<file path="config.mk">
export PLATFORM = sky130hd
export DESIGN_NAME = irq_latency_tap_flat
export DESIGN_NICKNAME = d
export VERILOG_FILES = /design/src/rtl/irq_lat_pkg.sv /design/src/rtl/irq_latency_tap_if.sv /design/src/rtl/irq_lat_channel.sv /design/src/rtl/irq_latency_tap.sv /design/src/flat_wrapper.sv
export SDC_FILE = /design/constraint.sdc
export NUM_CORES = 2
export LEC_CHECK = 0
export BUFFER_PORTS_ARGS = -buffer_cell sky130_fd_sc_hd__buf_2
export CORE_ASPECT_RATIO = 2
export CORE_MARGIN = 1.5
export CORE_UTILIZATION = 45
export DETAILED_ROUTE_END_ITERATION = 16
export PLACE_DENSITY_LB_ADDON = 0.3
export REMOVE_ABC_BUFFERS = 1
export SLEW_MARGIN = 40
export SYNTH_ARGS = -nofsm -noshare
export SYNTH_HDL_FRONTEND = slang
export SYNTH_HIERARCHICAL = 1
export SYNTH_SLANG_ARGS = --single-unit
</file>
<file path="constraint.sdc">
create_clock -name clk -period 4.2 [get_ports clk]
set_input_delay 0.21 -clock clk [delete_from_list [all_inputs] [get_ports clk]]
set_output_delay 0.21 -clock clk [all_outputs]
set_load 0.01 [all_outputs]
</file>
<file path="src/rtl/irq_lat_pkg.sv">
// Shared types, defaults and helpers
// for the IRQ latency tap.
package irq_lat_pkg;

  typedef enum logic [1:0] {
    ST_IDLE = 2'd0,
    ST_WAIT = 2'd1,
    ST_PEND = 2'd2
  } ch_state_e;

  localparam int TAP_LEVEL  = 0;
  localparam int TAP_TOGGLE = 1;

  localparam int DEF_NUM_CH = 4;
  localparam int DEF_PER_W  = 32;
  localparam int DEF_LAT_W  = 24;
  localparam int DEF_CNT_W  = 16;

  function automatic logic [31:0] sat_inc(
    input logic [31:0] v,
    input logic [31:0] vmax
  );
    return (v >= vmax) ? vmax : v + 32'd1;
  endfunction

endpackage

</file>
<file path="src/rtl/irq_latency_tap_if.sv">
// CSR-side bus of the IRQ latency tap:
// controls in, flags and statistics out.
interface irq_latency_tap_if
  import irq_lat_pkg::*;
#(
  parameter int NUM_CH = DEF_NUM_CH,
  parameter int PER_W  = DEF_PER_W,
  parameter int LAT_W  = DEF_LAT_W,
  parameter int CNT_W  = DEF_CNT_W
);

  logic [NUM_CH-1:0]       enable;
  logic [NUM_CH*PER_W-1:0] period;
  logic [NUM_CH-1:0]       ack;
  logic                    stats_clear;
  logic                    irq;
  logic [NUM_CH-1:0]       irq_flag;
  logic [NUM_CH-1:0]       tap;
  logic [NUM_CH*LAT_W-1:0] last_lat;
  logic [NUM_CH*LAT_W-1:0] min_lat;
  logic [NUM_CH*LAT_W-1:0] max_lat;
  logic [NUM_CH*CNT_W-1:0] sample_cnt;
  logic [NUM_CH*CNT_W-1:0] miss_cnt;

  modport master (
    output enable, period, ack, stats_clear,
    input  irq, irq_flag, tap,
    input  last_lat, min_lat, max_lat,
    input  sample_cnt, miss_cnt
  );

  modport slave (
    input  enable, period, ack, stats_clear,
    output irq, irq_flag, tap,
    output last_lat, min_lat, max_lat,
    output sample_cnt, miss_cnt
  );

endinterface

</file>
<file path="src/rtl/irq_lat_channel.sv">
// One IRQ channel: period timer, pending
// flag, latency counter and statistics.
module irq_lat_channel
  import irq_lat_pkg::*;
#(
  parameter int PER_W    = DEF_PER_W,
  parameter int LAT_W    = DEF_LAT_W,
  parameter int CNT_W    = DEF_CNT_W,
  parameter int TAP_MODE = TAP_LEVEL
) (
  input  logic             clk,
  input  logic             reset,
  input  logic             enable_i,
  input  logic [PER_W-1:0] period_i,
  input  logic             ack_i,
  input  logic             clear_i,
  output logic             flag_o,
  output logic             tap_o,
  output logic [LAT_W-1:0] last_o,
  output logic [LAT_W-1:0] min_o,
  output logic [LAT_W-1:0] max_o,
  output logic [CNT_W-1:0] smp_o,
  output logic [CNT_W-1:0] miss_o
);

  localparam logic [31:0] LAT_MAX =
    32'((64'd1 << LAT_W) - 64'd1);
  localparam logic [31:0] CNT_MAX =
    32'((64'd1 << CNT_W) - 64'd1);

  ch_state_e        state_q, state_d;
  logic [PER_W-1:0] timer_q, timer_d;
  logic [LAT_W-1:0] lat_q, lat_d;
  logic             flag_q, flag_d;
  logic             tap_q, tap_d;
  logic [LAT_W-1:0] last_q, last_d;
  logic [LAT_W-1:0] min_q, min_d;
  logic [LAT_W-1:0] max_q, max_d;
  logic [CNT_W-1:0] smp_q, smp_d;
  logic [CNT_W-1:0] miss_q, miss_d;

  logic [PER_W-1:0] reload;
  logic [PER_W-1:0] tmr_run;
  logic             expire;
  logic             rearm;

  // A zero period parks the timer at 0 so
  // a later non-zero period fires at once.
  assign reload = (period_i == '0) ? '0
                : period_i - PER_W'(1);
  assign expire = (timer_q == '0)
               && (period_i != '0);
  assign tmr_run = expire ? reload
                 : (timer_q != '0)
                 ? timer_q - PER_W'(1)
                 : timer_q;

  // Next state, timer, latency and stats.
  always_comb begin
    state_d = state_q;
    timer_d = timer_q;
    lat_d   = lat_q;
    flag_d  = flag_q;
    last_d  = last_q;
    min_d   = min_q;
    max_d   = max_q;
    smp_d   = smp_q;
    miss_d  = miss_q;
    rearm   = 1'b0;

    if (clear_i) begin
      last_d = '0;
      min_d  = '1;
      max_d  = '0;
      smp_d  = '0;
      miss_d = '0;
    end

    if (!enable_i) begin
      state_d = ST_IDLE;
      timer_d = '0;
      lat_d   = '0;
      flag_d  = 1'b0;
    end else begin
      unique case (state_q)
        ST_IDLE: begin
          timer_d = reload;
          state_d = ST_WAIT;
        end
        ST_WAIT: begin
          timer_d = tmr_run;
          if (expire) begin
            flag_d  = 1'b1;
            lat_d   = LAT_W'(1);
            state_d = ST_PEND;
          end
        end
        ST_PEND: begin
          timer_d = tmr_run;
          lat_d = LAT_W'(sat_inc(
            32'(lat_q), LAT_MAX));
          if (ack_i) begin
            last_d = lat_q;
            if (lat_q < min_d) min_d = lat_q;
            if (lat_q > max_d) max_d = lat_q;
            smp_d = CNT_W'(sat_inc(
              32'(smp_d), CNT_MAX));
            if (expire) begin
              rearm = 1'b1;
              lat_d = LAT_W'(1);
            end else begin
              flag_d  = 1'b0;
              lat_d   = '0;
              state_d = ST_WAIT;
            end
          end else if (expire) begin
            miss_d = CNT_W'(sat_inc(
              32'(miss_d), CNT_MAX));
          end
        end
        default: begin
          state_d = ST_IDLE;
          flag_d  = 1'b0;
          timer_d = '0;
          lat_d   = '0;
        end
      endcase
    end

    if (TAP_MODE == TAP_TOGGLE)
      tap_d = tap_q
            ^ ((flag_d & ~flag_q) | rearm);
    else
      tap_d = flag_d;
  end

  // State and statistics registers.
  always_ff @(posedge clk) begin
    if (reset) begin
      state_q <= ST_IDLE;
      timer_q <= '0;
      lat_q   <= '0;
      flag_q  <= 1'b0;
      tap_q   <= 1'b0;
      last_q  <= '0;
      min_q   <= '1;
      max_q   <= '0;
      smp_q   <= '0;
      miss_q  <= '0;
    end else begin
      state_q <= state_d;
      timer_q <= timer_d;
      lat_q   <= lat_d;
      flag_q  <= flag_d;
      tap_q   <= tap_d;
      last_q  <= last_d;
      min_q   <= min_d;
      max_q   <= max_d;
      smp_q   <= smp_d;
      miss_q  <= miss_d;
    end
  end

  assign flag_o = flag_q;
  assign tap_o  = tap_q;
  assign last_o = last_q;
  assign min_o  = min_q;
  assign max_o  = max_q;
  assign smp_o  = smp_q;
  assign miss_o = miss_q;

endmodule

</file>
<file path="src/rtl/irq_latency_tap.sv">
// Multi-channel IRQ generator and latency
// meter; slices buses and ORs the flags.
module irq_latency_tap
  import irq_lat_pkg::*;
#(
  parameter int NUM_CH   = DEF_NUM_CH,
  parameter int PER_W    = DEF_PER_W,
  parameter int LAT_W    = DEF_LAT_W,
  parameter int CNT_W    = DEF_CNT_W,
  parameter int TAP_MODE = TAP_LEVEL
) (
  input logic clk,
  input logic reset,
  irq_latency_tap_if.slave bus
);

  logic [NUM_CH-1:0]       flag_w;
  logic [NUM_CH-1:0]       tap_w;
  logic [NUM_CH*LAT_W-1:0] last_w;
  logic [NUM_CH*LAT_W-1:0] min_w;
  logic [NUM_CH*LAT_W-1:0] max_w;
  logic [NUM_CH*CNT_W-1:0] smp_w;
  logic [NUM_CH*CNT_W-1:0] miss_w;

  for (genvar i = 0; i < NUM_CH; i++) begin : g_ch
    irq_lat_channel #(
      .PER_W    (PER_W),
      .LAT_W    (LAT_W),
      .CNT_W    (CNT_W),
      .TAP_MODE (TAP_MODE)
    ) u_ch (
      .clk      (clk),
      .reset    (reset),
      .enable_i (bus.enable[i]),
      .period_i (bus.period[i*PER_W +: PER_W]),
      .ack_i    (bus.ack[i]),
      .clear_i  (bus.stats_clear),
      .flag_o   (flag_w[i]),
      .tap_o    (tap_w[i]),
      .last_o   (last_w[i*LAT_W +: LAT_W]),
      .min_o    (min_w[i*LAT_W +: LAT_W]),
      .max_o    (max_w[i*LAT_W +: LAT_W]),
      .smp_o    (smp_w[i*CNT_W +: CNT_W]),
      .miss_o   (miss_w[i*CNT_W +: CNT_W])
    );
  end

  assign bus.irq        = |flag_w;
  assign bus.irq_flag   = flag_w;
  assign bus.tap        = tap_w;
  assign bus.last_lat   = last_w;
  assign bus.min_lat    = min_w;
  assign bus.max_lat    = max_w;
  assign bus.sample_cnt = smp_w;
  assign bus.miss_cnt   = miss_w;

endmodule

</file>
<file path="src/flat_wrapper.sv">
// flat-port wrapper written by rule: the top's interface ports become plain ports
module irq_latency_tap_flat import irq_lat_pkg::*;
#(
  parameter int NUM_CH   = DEF_NUM_CH,
  parameter int PER_W    = DEF_PER_W,
  parameter int LAT_W    = DEF_LAT_W,
  parameter int CNT_W    = DEF_CNT_W,
  parameter int TAP_MODE = TAP_LEVEL
)
  (clk, reset, bus_enable, bus_period, bus_ack, bus_stats_clear, bus_irq, bus_irq_flag, bus_tap, bus_last_lat, bus_min_lat, bus_max_lat, bus_sample_cnt, bus_miss_cnt);
  irq_latency_tap_if #(.NUM_CH(NUM_CH), .PER_W(PER_W), .LAT_W(LAT_W), .CNT_W(CNT_W)) bus_i ();
  input logic clk;
  input logic reset;
  input wire logic [$bits(bus_i.enable)-1:0] bus_enable;
  input wire logic [$bits(bus_i.period)-1:0] bus_period;
  input wire logic [$bits(bus_i.ack)-1:0] bus_ack;
  input wire logic [$bits(bus_i.stats_clear)-1:0] bus_stats_clear;
  output wire logic [$bits(bus_i.irq)-1:0] bus_irq;
  output wire logic [$bits(bus_i.irq_flag)-1:0] bus_irq_flag;
  output wire logic [$bits(bus_i.tap)-1:0] bus_tap;
  output wire logic [$bits(bus_i.last_lat)-1:0] bus_last_lat;
  output wire logic [$bits(bus_i.min_lat)-1:0] bus_min_lat;
  output wire logic [$bits(bus_i.max_lat)-1:0] bus_max_lat;
  output wire logic [$bits(bus_i.sample_cnt)-1:0] bus_sample_cnt;
  output wire logic [$bits(bus_i.miss_cnt)-1:0] bus_miss_cnt;
  assign bus_i.enable = bus_enable;
  assign bus_i.period = bus_period;
  assign bus_i.ack = bus_ack;
  assign bus_i.stats_clear = bus_stats_clear;
  assign bus_irq = bus_i.irq;
  assign bus_irq_flag = bus_i.irq_flag;
  assign bus_tap = bus_i.tap;
  assign bus_last_lat = bus_i.last_lat;
  assign bus_min_lat = bus_i.min_lat;
  assign bus_max_lat = bus_i.max_lat;
  assign bus_sample_cnt = bus_i.sample_cnt;
  assign bus_miss_cnt = bus_i.miss_cnt;
  irq_latency_tap #(.NUM_CH(NUM_CH), .PER_W(PER_W), .LAT_W(LAT_W), .CNT_W(CNT_W), .TAP_MODE(TAP_MODE)) u_core (.clk(clk), .reset(reset), .bus(bus_i));
endmodule
</file>
**Word level (Yosys, flattened, before mapping)**

Index checks and enable logic that the tools add are counted.

- $add $sub $neg: 20
- Shift-type cells: 0
- Reductions and logical operators: 45
- $mul: 0
- Bitwise gates (word level): 8
- Divide/modulo/power cells: 0
- Order comparisons: 20
- Mux-type cells: 168
- Equality and inequality tests: 24

Operators by type and width:

| kind | count |
|---|---|
| $mux W24 | 68 |
| $mux W16 | 44 |
| $mux W32 | 12 |
| $pmux W24 S3 | 4 |
| $logic_not A32 Y1 | 8 |
| $pmux W32 S2 | 4 |
| $reduce_bool A32 Y1 | 8 |
| $sub A32 B1 Y32 const B | 8 |
| $add A16 B1 Y16 const B | 8 |
| $ge A16 B16 Y1 const B | 8 |
| $add A24 B1 Y24 const B | 4 |
| $ge A24 B24 Y1 const B | 4 |
| $gt A24 B24 Y1 | 4 |
| $lt A24 B24 Y1 | 4 |
| $mux W2 | 12 |
| $ne A2 B2 Y1 const B | 12 |
| $pmux W2 S3 | 4 |
| $mux W1 | 16 |
| $reduce_and A4 Y1 | 4 |
| $reduce_or A2 Y1 | 8 |
| $ne A3 B1 Y1 const B | 4 |
| $pmux W1 S3 | 4 |
| $reduce_and A3 Y1 | 4 |
| $eq A2 B1 Y1 const B | 4 |
| 6 further kinds | 25 |

- Word-level logic and storage cells: 321
- Memory bits (read-only): 0
- Memories kept: 0
- Bits in registers: 652
- Bits in writable memories: 0
- Bits in latches: 0

**Depth between registers and ports, before layout**

- Word-level depth: 7
- Mapped depth: 13
- Gate-level depth less buffers: 9

**Modules after synthesis**

Netlist, hierarchy kept.

By module, submodules not included:

| module | cells each | seq. area each (µm²) | area an instance (µm²) | instances |
|---|---|---|---|---|
| irq_lat_channel at u_core.g_ch[1].u_ch ... | 1253 | 3263.1 | 9969.6 | 2 |
| irq_lat_channel at u_core.g_ch[3].u_ch | 1234 | 3263.1 | 9969.6 | 1 |
| irq_lat_channel at u_core.g_ch[0].u_ch | 1224 | 3263.1 | 9927.0 | 1 |
| irq_latency_tap | 1 | 0.0 | 7.5 | 1 |

**Worst setup path after synthesis**

Ideal clock, no wire load.

- Path kind: input port to flip-flop
- From: in bus_stats_clear
- To: reg u_core.g_ch[3].u_ch.min_q[10]
- Arrival: 3.710 ns
- Path slack: 0.416 ns
- Stages: 13
- Library setup time: 0.074 ns
- Cell sequence: clkbuf_1 > buf_1 > buf_1 > buf_1 > nor2_1 > ha_1 > a21o_1 > a21o_1 > a211oi_1 > o211ai_1 > a211oi_1 > clkbuf_1 > mux2i_1

- Cells in the longest elaborated chain, start to end: 6

Ends and longest elaborated chain:

| what | line | source |
|---|---|---|
| start, declared | flat_wrapper.sv:17 | `input wire logic [$bits(bus_i.stats_clear)-1:0] bus_stats_clear;` |
| $mux W24 (*) | irq_lat_channel.sv:71 | `if (clear_i) begin` |
| $lt A24 B24 Y1 | irq_lat_channel.sv:104 | `if (lat_q < min_d) min_d = lat_q;` |
| $mux W24 | irq_lat_channel.sv:104 |  |
| $mux W24 | irq_lat_channel.sv:102 | `if (ack_i) begin` |
| $mux W24 | irq_lat_channel.sv:85 | `unique case (state_q)` |
| $mux W24 (*) | irq_lat_channel.sv:79 | `if (!enable_i) begin` |
| end signal, assigned | irq_lat_channel.sv:157 | `min_q <= min_d;` |
| end, declared | irq_lat_channel.sv:37 | `logic [LAT_W-1:0] min_q, min_d;` |

Mark *: on every way between the ends. The rest lies on a longest branch, timed or not.
A chain may end at the register's enable or synchronous reset.

**Worst setup path after layout**

- From: in bus_period[96]
- To: reg u_core.g_ch[3].u_ch.lat_q[2]

- Cells in the longest elaborated chain, start to end: 4

Ends and longest elaborated chain:

| what | line | source |
|---|---|---|
| start, declared | flat_wrapper.sv:15 | `input wire logic [$bits(bus_i.period)-1:0] bus_period;` |
| $reduce_bool A32 Y1 | irq_lat_channel.sv:52 | `&& (period_i != '0);` |
| $logic_and A1 B1 Y1 | irq_lat_channel.sv:52 |  |
| $ne A2 B2 Y1 (no source line) | -- |  |
| $reduce_and A2 Y1 (no source line) | -- |  |
| end signal, assigned | irq_lat_channel.sv:153 | `lat_q <= lat_d;` |
| end, declared | irq_lat_channel.sv:33 | `logic [LAT_W-1:0] lat_q, lat_d;` |

Every way passes these cells.

==> results.yml <==
logic_synthesis:
  synth_flop_cell: "dfxtp_1"
  synthTopCellsByArea: "dfxtp_1 (33%), ha_1 (7.4%), nor2_1 (6.2%), mux2i_1 (5.0%), a21oi_1 (3.3%)"
  ys_warn_count: 6
  synth-edff-count: 0
  synth-async-reset-ratio_pct: 0
  synth_seq_cells: 652
  syn_area_per_cell_um2: 8.02
  syn_area_mm2: 0.0398
  netlist_instances: 4965
  synth_top_area_share_pct: 32.8
  synth.distinct_cells: 96
  yosys.area.top_type: "dfxtp_1"
  ys_seq_area_share_pct: 32.8
worst_hold_path:
  min_from: "bus_period[98]"
  hold_end: "u_core/g_ch[3].u_ch/timer_q[2]"
  hold_depth: 4
  hold_class: "in2reg"
power_and_ir_drop:
  finalPower_mw: 13.9
  p_leak_nw: 20.0
  power_density_mw_per_mm2: 295
  ir_drop_mv: 0.309
setup_path:
  crit_fanout: 29
  arrival_ns: 3.94
  cp-end-kind: "register"
  setup.worst_path.class: "in2reg"
  cp-start-kind: "input port"
  rr_endpoint: "u_core/g_ch[1].u_ch/lat_q[6]"
  r2r_slack_ns: 0.87
  reg2regPathDepth: 6
  reg2reg_from: "u_core/g_ch[1].u_ch/timer_q[20]"
  crit_required_ns: 4.79
outcome:
  outcome: "complete, no violations"
sta:
  clock_skew_ns: 0.0189
  post-route-period-util_pct: 79.8
  whs_ns: 0.0334
  fmaxAchievable_ghz: 0.298
  tightest_slew_ns: 0.871
  hold_viol: 0
  finalSetupViolCount: 0
  fin_crit_ns: 3.35
  slew_violations: 0
  relSlewSlack_pct: 41.7
  rsz0062_at_grt: "no"
clock_tree:
  cts_sinks: 652
  cts_tree: "yes"
  clock_latency_ns: 0.65
  post_cts_resize_count: 0
  cts-root-buf: "clkbuf_16"
  clk_pin_slew_ns: 0.07
  numCtsBuffers: 61
  clock_path_buffers: 3
  htree_num_levels: 2
placement:
  gp_congestion: 0.940
  portBuffers: 563
  placed_cells: 6525
  dpl.hpwl_mm: 103
global_routing:
  grt_max_degree: 101
  grt_pass1_wl_mm: 215
  overflow: 0
  grt_pass1_vias: 39400
  grt_usage_pct: 29.8
  antenna_found_initial: 3
flow_run:
  cap_violations: 0
detailed_routing:
  via_per_inst: 6.01
  wire_per_inst_um: 20.8
  drt_wl_total_mm: 140
  drc: 0
  drtAntennaViolNets: 0
  dr_total_vias: 40400
  dr.pass1.iters: 5
  drt_iter0_markers: 2847
final_layout:
  final_cell_mix: "nor2_1 (661), dfxtp_1 (652), buf_2 (561)"
  areaGrowthSynthToFinish_pct: 18.1
  final_common_cell: "nor2_1"
  fillerInstances: 8408
  drive_above_1_share_pct: 17.5
  instances_no_fill: 6720
  regArea_mm2: 0.0131
  multi_input_area_mm2: 0.0253
  diodes: 0
  nets: 5872
floorplanning:
  ios: 564
  rows: 154
  dieArea_mm2: 0.0904
  start_util_pct: 45.3
  coreArea_mm2: 0.0879
  die-height_um: 424
  die_width_um: 213
## worst max-delay path by stage
stage | startpoint | end | slack, ns | cells after the start
after detailed placement | bus_stats_clear | u_core/g_ch[2].u_ch/max_o[3] | 0.80 | 10
after floorplan | u_core/g_ch[3].u_ch/state_q[0] | u_core/g_ch[3].u_ch/min_o[0] | -0.43 | 7
after global placement | bus_stats_clear | u_core/g_ch[3].u_ch/max_o[14] | 0.87 | 11
final | bus_period[96] | u_core/g_ch[3].u_ch/lat_q[2] | 0.85 | 12
after global routing | u_core/g_ch[1].u_ch/timer_q[12] | u_core/g_ch[1].u_ch/lat_q[6] | 0.60 | 6
after CTS | bus_period[96] | u_core/g_ch[3].u_ch/lat_q[12] | 0.91 | 12
## power breakdown
group          total [mW]  internal (mW)  switching [mW]
combinational        1.49          0.553           0.941
clock                6.06           3.43            2.63
sequential           6.33           6.25          0.0794
total                13.9           10.2            3.65
## Yosys cell counts, drive strengths merged, types with 12 or more instances
cell,n
a211oi,52
a21boi,23
a21o,38
a21oi,267
a221oi,14
a22oi,102
a311oi,23
a31oi,74
and2,31
and3,136
and4,42
buf,73
clkbuf,243
dfxtp,652
ha,235
inv,79
mux2i,199
nand2,340
nand2b,100
nand3,173
nand4,106
nand4b,16
nor2,662
nor2b,75
nor3,256
nor3b,12
nor4,110
o211ai,14
o21a,15
o21ai,150
o221a,27
o31ai,34
o41ai,14
or2,87
or3,43
or4,51
xnor2,129
xor2,123
## metrics by stage
step / setup slack (ns) / TNS (ns) / utilization [%] / area (um^2)
6_report: 0.850 / 0 / 53.6 / 47100
5_1_grt: 0.604 / 0 / 53.6 / 47100
4_1_cts: 0.906 / 0 / 53.5 / 47000
3_5_place_dp: 0.796 / 0 / 50.2 / 44100
3_3_place_gp: 0.868 / 0 / 50.1 / 44000
2_1_floorplan: -0.431 / -10.46 / - / 38500
## cells by family (layout without fill, tap and decap cells)
family / Yosys count / after routing / share of synthesized area [%]
AND/OR/NAND/NOR: 2280 / 2280 / 29.3
AO/OA/AOI/OAI: 949 / 949 / 15.9
flip-flops: 652 / 652 / 32.8
buffers and inverters: 396 / 981 / 4.07
XOR/XNOR: 252 / 252 / 5.54
adder cells (fa/ha/maj): 235 / 235 / 7.38
multiplexers: 201 / 201 / 5.06
## layer usage
layer	routed length (um)	global-route usage, %	up-vias
met5	27	0	-
met4	8280	17.3	4
met3	10500	6.85	452
met2	70100	53.7	1498
met1	51100	31.1	19300
li1	-	-	19100
## sequential cells by signal (all words and copies together) (netlist names)
name                      count
u_core/g_ch.u_ch/tap_o        4
u_core/g_ch.u_ch/timer_q    128
u_core/g_ch.u_ch/state_q      8
u_core/g_ch.u_ch/smp_o       64
u_core/g_ch.u_ch/min_o       96
u_core/g_ch.u_ch/last_o      96
u_core/g_ch.u_ch/lat_q       96
u_core/g_ch.u_ch/miss_o      64
u_core/g_ch.u_ch/max_o       96
## critical path, stage by stage
cell,delay (ns)
dlygate4sd3_1,0.56
buf_2,0.15
inv_1,0.13
ha_1,0.19
or4b_2,0.63
or4_4,0.44
or3_1,0.50
a21boi_2,0.18
buf_4,0.32
or2_1,0.15
buf_4,0.25
o221a_1,0.23
## timing repair
item                       CTS  global route
hold buffers                79             0
buffers inserted             0             0
setup endpoints to repair    0             0
hold endpoints to repair    95             0
## cell type report
cell class / count / area share, %
Inverter: 80 / 0.641
Sequential cell: 652 / 27.7
Timing Repair Buffer: 786 / 10.2
Multi-Input combinational cell: 3917 / 53.8
Clock buffer: 89 / 3.79
Clock inverter: 26 / 0.745
Tap cell: 1170 / 3.11
Power figures use the tool's default switching activity.
